===== src/rtl/seg_display_mux.sv =====
// seg_display_mux: samples a 4-bit count and scans ones / tens / blank / hex digits onto
// a 4-digit common-anode seven-segment display, with inter-digit blanking and frame-atomic updates.
module seg_display_mux #(
    parameter logic [15:0] REFRESH_DIV = 16'd50000,
    parameter logic [15:0] BLANK_CYC   = 16'd1000
) (
    input  logic       clk,
    input  logic       rst,
    input  logic [3:0] a,
    output logic [6:0] seg,
    output logic [3:0] an
);
    function automatic logic [6:0] f_glyph(input logic [3:0] v);
        case (v)
            4'h0: f_glyph = 7'b1000000;
            4'h1: f_glyph = 7'b1111001;
            4'h2: f_glyph = 7'b0100100;
            4'h3: f_glyph = 7'b0110000;
            4'h4: f_glyph = 7'b0011001;
            4'h5: f_glyph = 7'b0010010;
            4'h6: f_glyph = 7'b0000010;
            4'h7: f_glyph = 7'b1111000;
            4'h8: f_glyph = 7'b0000000;
            4'h9: f_glyph = 7'b0010000;
            4'hA: f_glyph = 7'b0001000;
            4'hB: f_glyph = 7'b0000011;
            4'hC: f_glyph = 7'b1000110;
            4'hD: f_glyph = 7'b0100001;
            4'hE: f_glyph = 7'b0000110;
            default: f_glyph = 7'b0001110;
        endcase
    endfunction

    logic [3:0]  r_a_q, r_disp;
    logic [15:0] r_cnt;
    logic [1:0]  r_idx;
    logic        w_last, w_blank, w_tens;
    logic [3:0]  w_ones, w_an;
    logic [6:0]  w_seg;

    assign w_last  = r_cnt == REFRESH_DIV - 16'd1;
    assign w_blank = r_cnt < BLANK_CYC;
    assign w_tens  = r_disp >= 4'd10;
    assign w_ones  = w_tens ? r_disp - 4'd10 : r_disp;
    assign w_an    = w_blank ? 4'b1111 : ~(4'b0001 << r_idx);
    // Slot 2 keeps its anode driven but never lights a segment.
    assign w_seg   = w_blank       ? 7'h7F :
                     r_idx == 2'd0 ? f_glyph(w_ones) :
                     r_idx == 2'd1 ? (w_tens ? 7'b1111001 : 7'h7F) :
                     r_idx == 2'd2 ? 7'h7F : f_glyph(r_disp);

    always_ff @(posedge clk or negedge rst) begin
        if (!rst) begin
            r_a_q  <= '0;
            r_disp <= '0;
            r_cnt  <= '0;
            r_idx  <= '0;
            seg    <= 7'h7F;
            an     <= 4'hF;
        end else begin
            r_a_q <= a;
            r_cnt <= w_last ? '0 : r_cnt + 16'd1;
            if (w_last) r_idx <= r_idx + 2'd1;
            if (w_last && r_idx == 2'd3) r_disp <= r_a_q;
            seg <= w_seg;
            an  <= w_an;
        end
    end
endmodule

===== config.mk =====
export PLATFORM = sky130hd
export DESIGN_NAME = seg_display_mux
export DESIGN_NICKNAME = d
export VERILOG_FILES = /design/src/rtl/seg_display_mux.sv
export SDC_FILE = /design/constraint.sdc
export NUM_CORES = 1
export LEC_CHECK = 0
export CORE_MARGIN = 2
export CORE_UTILIZATION = 40
export DETAILED_ROUTE_END_ITERATION = 8
export PLACE_DENSITY = 0.59
export SLEW_MARGIN = 20
export SYNTH_ARGS = -nofsm -noshare
export SYNTH_HDL_FRONTEND = slang
export SYNTH_SLANG_ARGS = --single-unit

===== constraint.sdc =====
create_clock -name clk -period 2.9 [get_ports clk]
set_input_delay 0.58 -clock clk [delete_from_list [all_inputs] [get_ports clk]]
set_output_delay 0.58 -clock clk [all_outputs]
set_load 0.01 [all_outputs]

==> results of run 1 <==
## area by class of cell
cell class                 instances  area share, %
clock buffer                       6          3.322
clock inverter                     2         0.5536
inverter                           6         0.9059
multi-input combinational        160          45.85
sequential                        37          37.80
tap                               70          3.523
timing repair buffer              22          8.052
## synthesized netlist by cell type (6+ instances only)
cell type	instances	area [µm²]
nor2_1	15	56.30
dfstp_2	11	289.0
inv_1	6	22.52
xnor2_1	9	78.83
ha_1	14	175.2
dfrtp_1	26	650.6
clkbuf_1	7	26.28
nand3_1	12	60.06
nand2_1	19	71.32
xor2_1	7	61.31
nor3_1	7	35.03
o21ai_0	11	55.05
## cells by family (layout without fill, tap and decap cells)
logic type	Yosys count	after routing	share of synthesized area (%)
flip-flops	37	37	43.59
AND/OR/NAND/NOR	75	75	17.99
adder cells (fa/ha/maj)	14	14	8.125
XOR/XNOR	16	16	6.501
buffers and inverters	19	36	3.541
multiplexers	9	9	5.224
AO/OA/AOI/OAI	46	46	15.03
## sequential cells by signal, summed over array words and instances (netlist names)
name and flops:
seg 7, r_cnt 16, r_idx 2, r_a_q 4, r_disp 4, an 4
## through the flow
step | power (mW) | std cells | hold WS, ns
detailed placement | 0.5455 | 295 | 0.4656
CTS | 0.9287 | 303 | 0.3923
global route | 0.9576 | 303 | 0.4349
finish | 0.9136 | 303 | 0.3640
floorplan | 0.5295 | 216 | 0.2844
global placement | 0.5454 | 295 | 0.4602
## routing by layer
metal / vias up / GRT usage, % / wire (µm)
met5: - / 0 / 0
met4: 0 / 5.714 / 71
met3: 9 / 4.419 / 181
met2: 37 / 23.57 / 1905
met1: 773 / 22.92 / 2147
li1: 800 / - / -
## final timing paths
check                      depth (start not counted)       from  slack [ns]        end
max                                                8  r_disp[1]        0.75     seg[6]
min                                                1        rst        0.36  r_cnt[11]
max reg2reg                                        8  r_disp[1]        0.75     seg[6]
min reg2reg                                        1   r_a_q[0]        0.48  r_disp[0]
max in group asynchronous                          1        rst        2.03  r_disp[1]
min in group clk                                   1   r_a_q[0]        0.48  r_disp[0]
## power by group through the flow
stage | Sequential, mW | Combinational, mW | Clock, mW
2_1_floorplan | 0.529 | 0.000129 | 0
3_3_place_gp | 0.529 | 0.0161 | 0
3_5_place_dp | 0.529 | 0.0160 | 0
4_1_cts | 0.520 | 0.0160 | 0.393
5_1_grt | 0.520 | 0.0183 | 0.419
6_report | 0.520 | 0.0150 | 0.379
==> results.md, run 1 <==
* Average size of a mapped cell at 9.981 µm²
* Final min period at 2.149 ns
* Leak at approximately 1.1 nW
* Register area at 939.7 µm²
* Total number of vias at between 1500 and 2000
* Clock latency on the worst-skew pair at 0.29 ns
* Cell Int Power at between 700 and 800 µW
* DR WL/cell at around 14 µm
* Clock buffer depth at 2
* PD cells at 367.5 nW/µm²
* CP max FO at 13
* First-pass GRT wire length at 7610 µm
* Post-CTS Setup Bufs at 0
* Final #Nets at 252
* I/O Buffers at 16
* Hold crit path type: primary input to async pin
* Setup ws final at 0.7506 ns
* Post-cts sizing count at 0
* CTS tree: done
* Buffers plus inverters on the worst setup path at 1
* Vias/cell at 5.343
* Routed wire length at about 4300 µm
* Netlist cell types at 51
* Top-level I/O count at 17
* Die Wd at 77.42 µm
* Core area at 5140 µm²
* Antenna violations before repair at 0
* Final core utilization at between 40% and 50%
* Max Cap Viol at 0
* Grt ovf at 0
* Gpl congestion at 0.8728
* Final max-slew violation count at 0
* # fillers at just over 500
* Hold Buf Count CTS at 0
* Die Ht at 77.42 µm
* Logic pwr share at 1.6%
* Share of layout cells above drive strength 1 at between 10% and 20%
* Status: completed
* CTS sink count at 37
* Unrepaired setup endpoints after global routing: false
* Maximum VDD drop at 0.1823 mV
* H-Tree Depth at 2
* Setup crit start kind: flip-flop
* Sw frac at between 20% and 30%
* Max incr delay on CP at 0.38 ns
* Worst slew margin at 47.23%
* WS Path Type: flip-flop to flip-flop
* CP max-delay cell: dfrtp_1
* Commonest non-fill, non-tap cell in the layout: dfrtp_1
* Period utilization at around 74%
* Synth Cell Area at 2156 µm²
* Most frequent CP cell: ha_1
* Initial core utilization at 41.94%
* Clk_skew at 0.006620 ns
* Crit path max-delay family: compound AO/OA/AOI/OAI gates
* Most frequent cells in the layout: 26 x dfrtp_1, 19 x nand2_1, 15 x nor2_1, 15 x clkdlybuf4s50_1, 14 x ha_1
* Fin Setup TNS at 0 ns
* GRT Total Usage at 16.11%
* EDFF count, synth at 0
* Syn nets at 236
* DRC Markers at 0
* Critical path, cell by cell: buf_4, ha_1, o21a_1, o21bai_1, ha_1, nand2_1, o21ai_0, a311o_1
* Largest net degree at the start of global routing at 38
* Worst EP required at 3.12 ns
* Area of the multi-input gates at 1140 µm²
* Mapped Cells at around 220
* NetSw at 196.7 µW
* Reg power frac at 56.9%
* Clk root buf: clkbuf_8
* Cell Rows at 26
* CTS Buf Count at 5
* Fmax at 465.3 MHz
* Setup WS pre-CTS at 0.8007 ns
* Yosys reg bits at 37
* Clock transition at path regs at 0.07 ns
* Final HPWL DP at just over 3000 µm
* # diodes at 0
* DP Area at 2390 µm²
* CP Capture Type: flip-flop
* Portion of total power attributed to the clock network at 41.4%
* Ys flop type: dfrtp_1
* Final setup viols at 0
* Worst-Margin Slew at ~0.79 ns
* Hold Violations, Final at 0
* First drt pass iteration count at 4
* Final Cell Area at 2486 µm²
* Ys Warns at 0
* Vias in the first global route at roughly 1500
* Die area at 5993 µm²
* Final ANT Viol Nets at 0
* Ys async rst share at 100.0%
* CP arrival at roughly 2.4 ns
* Seq/Total Area, Yosys at ~44%
* Iter 0 DRT Violations at 110
* Area Overhead vs Synth at 15.32%
(Power assumes the default switching activity.)
==> inputs of run 2 (changes only) <==
clock period = 2.1 ns   (was 2.9 ns; I/O delays follow)
==> results.md, run 2 (same netlist as run 1, synthesis figures left out) <==
* Post-CTS Setup Bufs at 0 (unchanged)
* Initial core utilization at 41.94% (unchanged)
* Share of layout cells above drive strength 1 at 19.09% (+3.2 points)
* Cell Int Power at 1.077 mW (+50%)
* Final setup viols at 0 (unchanged)
* # diodes at 0 (unchanged)
* Clk_skew at 0.005481 ns (-0.001138 ns)
* Leak at 1.105 nW (+4.2%)
* Grt ovf at 0 (unchanged)
* Die Wd at 77.42 µm (unchanged)
* Antenna violations before repair at 0 (unchanged)
* Largest net degree at the start of global routing at 38 (unchanged)
* First-pass GRT wire length at 7617 µm (about the same)
* Logic pwr share at 1.5% (about the same)
* First drt pass iteration count at 4 (unchanged)
* Routed wire length at 4442 µm (+3.2%)
* # fillers at 487 (-5.4%)
* Clk root buf: clkbuf_8
* Die Ht at 77.42 µm (unchanged)
* Final ANT Viol Nets at 0 (unchanged)
* Final min period at 2.047 ns (-0.1022 ns)
* Post-cts sizing count at 0 (unchanged)
* Final core utilization at 50.32% (+1.9 points)
* CP Capture Type: flip-flop
* DRC Markers at 0 (unchanged)
* NetSw at 245.6 µW (+25%)
* Non-filler cells, final at 311 (+2.6%)
* CP max FO at 7 (-6)
* Unrepaired setup endpoints after global routing: false
* Final max-slew violation count at 0 (unchanged)
* Maximum VDD drop at 0.3639 mV (+100%)
* Fmax at 488.5 MHz (+5.0%)
* Worst EP required at 2.30 ns (-0.82 ns)
* Largest Register: r_cnt
* I/O Buffers at 16 (unchanged)
* Hold Violations, Final at 0 (unchanged)
* Clock latency on the worst-skew pair at 0.28 ns (about the same)
* Clock buffer depth at 2 (unchanged)
* Portion of total power attributed to the clock network at 44.1% (+2.7 points)
* Worst slew margin at 48.73% (+1.5 points)
* Setup crit start kind: flip-flop
* Max incr delay on CP at 0.43 ns (+0.05 ns)
* PD cells at 511.3 nW/µm² (+39%)
* Hold Buf Count CTS at 0 (unchanged)
* Clock transition at path regs at 0.07 ns (about the same)
* Worst-Margin Slew at 0.7690 ns (-0.02257 ns)
* Sw frac at 18.58% (-3.0 points)
* Max Cap Viol at 0 (unchanged)
* CP arrival at 2.25 ns (-0.12 ns)
* Core area at 5140 µm² (unchanged)
* Vias/cell at 5.383 (+0.74%)
* Status: completed
* Commonest non-fill, non-tap cell in the layout: dfrtp_1
* Largest regs: r_cnt: 16 flops, seg: 7 flops
* CTS Buf Count at 5 (unchanged)
* Final HPWL DP at 3219 µm (+4.2%)
* Area Overhead vs Synth at 19.97%
* Fin Setup TNS at 0 ns (unchanged)
* Most frequent cells in the layout: 26 x dfrtp_1, 19 x nand2_1, 15 x nor2_1, 15 x clkdlybuf4s50_1
* Top-level I/O count at 17 (unchanged)
* Gpl congestion at 0.9212 (+5.5%)
* CP max-delay cell: dfrtp_1
* Vias in the first global route at 1600 (+3.3%)
* Hold crit path type: primary input to async pin
* DR WL/cell at 14.28 µm (+0.53%)
* Iter 0 DRT Violations at 213 (+94%)
* CTS sink count at 37 (unchanged)
* GRT Total Usage at 15.87% (-0.24 points)
* Largest register FFs at 16 (unchanged)
* Cell Rows at 26 (unchanged)
* H-Tree Depth at 2 (unchanged)
* Placed Instances at 303 (+2.7%)
* Final #Nets at 260 (+3.2%)
* CTS tree: done
* Tot Pwr at 1.322 mW (+45%)
* Reg power frac at 54.3% (-2.6 points)
* Critical path, cell by cell: inv_1, buf_4, ha_1, mux2_2, a211oi_1, o21ai_0, a311o_1
* Period utilization at 97.48% (+23 points)
* WS Path Type: flip-flop to flip-flop
* Total number of vias at 1674 (+3.4%)
* Die area at 5993 µm² (unchanged)
## run 2: changes by cell type in the layout (fill, tap and decap cells not counted), sizes merged
| cell | change |
|---|---|
| buf | +8 |
| bufinv | +1 |
| clkinv | -1 |
## run 2: cell type report
| type | instances | area, µm² | area share (%) |
|---|---|---|---|
| clock buffers | 6 | 72.57 | 2.806 |
| clock inverters | 2 | 35.03 | 1.355 |
| inverters | 6 | 22.52 | 0.8708 |
| flip-flops and latches | 37 | 939.7 | 36.33 |
| repair buffers | 30 | 272.8 | 10.55 |
| well taps | 70 | 87.58 | 3.387 |
| multi-input cells | 160 | 1156 | 44.70 |
## run 2: through the flow
stage | hold slack, ns | worst slack, ns | cell area (µm²)
floorplan | 0.1244 | 0.01081 | 2165
global placement | 0.4595 | 0.1091 | 2467
detailed placement | 0.4674 | 0.1333 | 2467
CTS | 0.2453 | 0.1149 | 2575
global route | 0.2787 | 0.01348 | 2586
finish | 0.2134 | 0.05283 | 2586
## run 2: critical path, delay by kind of cell, from the launching register on
family	cells	cell delay, ns
buffers and inverters	2	0.25
AOI/OAI and AO/OA	3	0.84
adders and majority gates	1	0.19
DFF	1	0.43
muxes	1	0.26
## run 2: final timing paths
kind | startpoint | to | slack [ns] | depth (start not counted)
worst max register to register | r_disp[1] | seg[6] | 0.05 | 7
max in group asynchronous | rst | r_disp[1] | 1.40 | 1
worst min-delay path | rst | r_idx[0] | 0.21 | 1
worst max-delay path | r_disp[1] | seg[6] | 0.05 | 7
min in group clk | r_cnt[0] | r_cnt[0] | 0.48 | 1
worst min register to register | r_cnt[0] | r_cnt[0] | 0.48 | 1
## run 2: power groups by stage
stage | sequential (mW) | clock [mW] | combinational [mW]
final | 0.718 | 0.584 | 0.0203
after global routing | 0.718 | 0.640 | 0.0244
after CTS | 0.718 | 0.604 | 0.0221
after detailed placement | 0.731 | 0 | 0.0221
after global placement | 0.731 | 0 | 0.0221
after floorplan | 0.731 | 0 | 0.000178
## run 2: layer usage
metal	part of all wire, %	track usage [%]	wire length, µm
met5	0	0	0
met4	1.5	5.893	66
met3	5.3	2.674	234
met2	46	24.35	2030
met1	48	22.58	2110
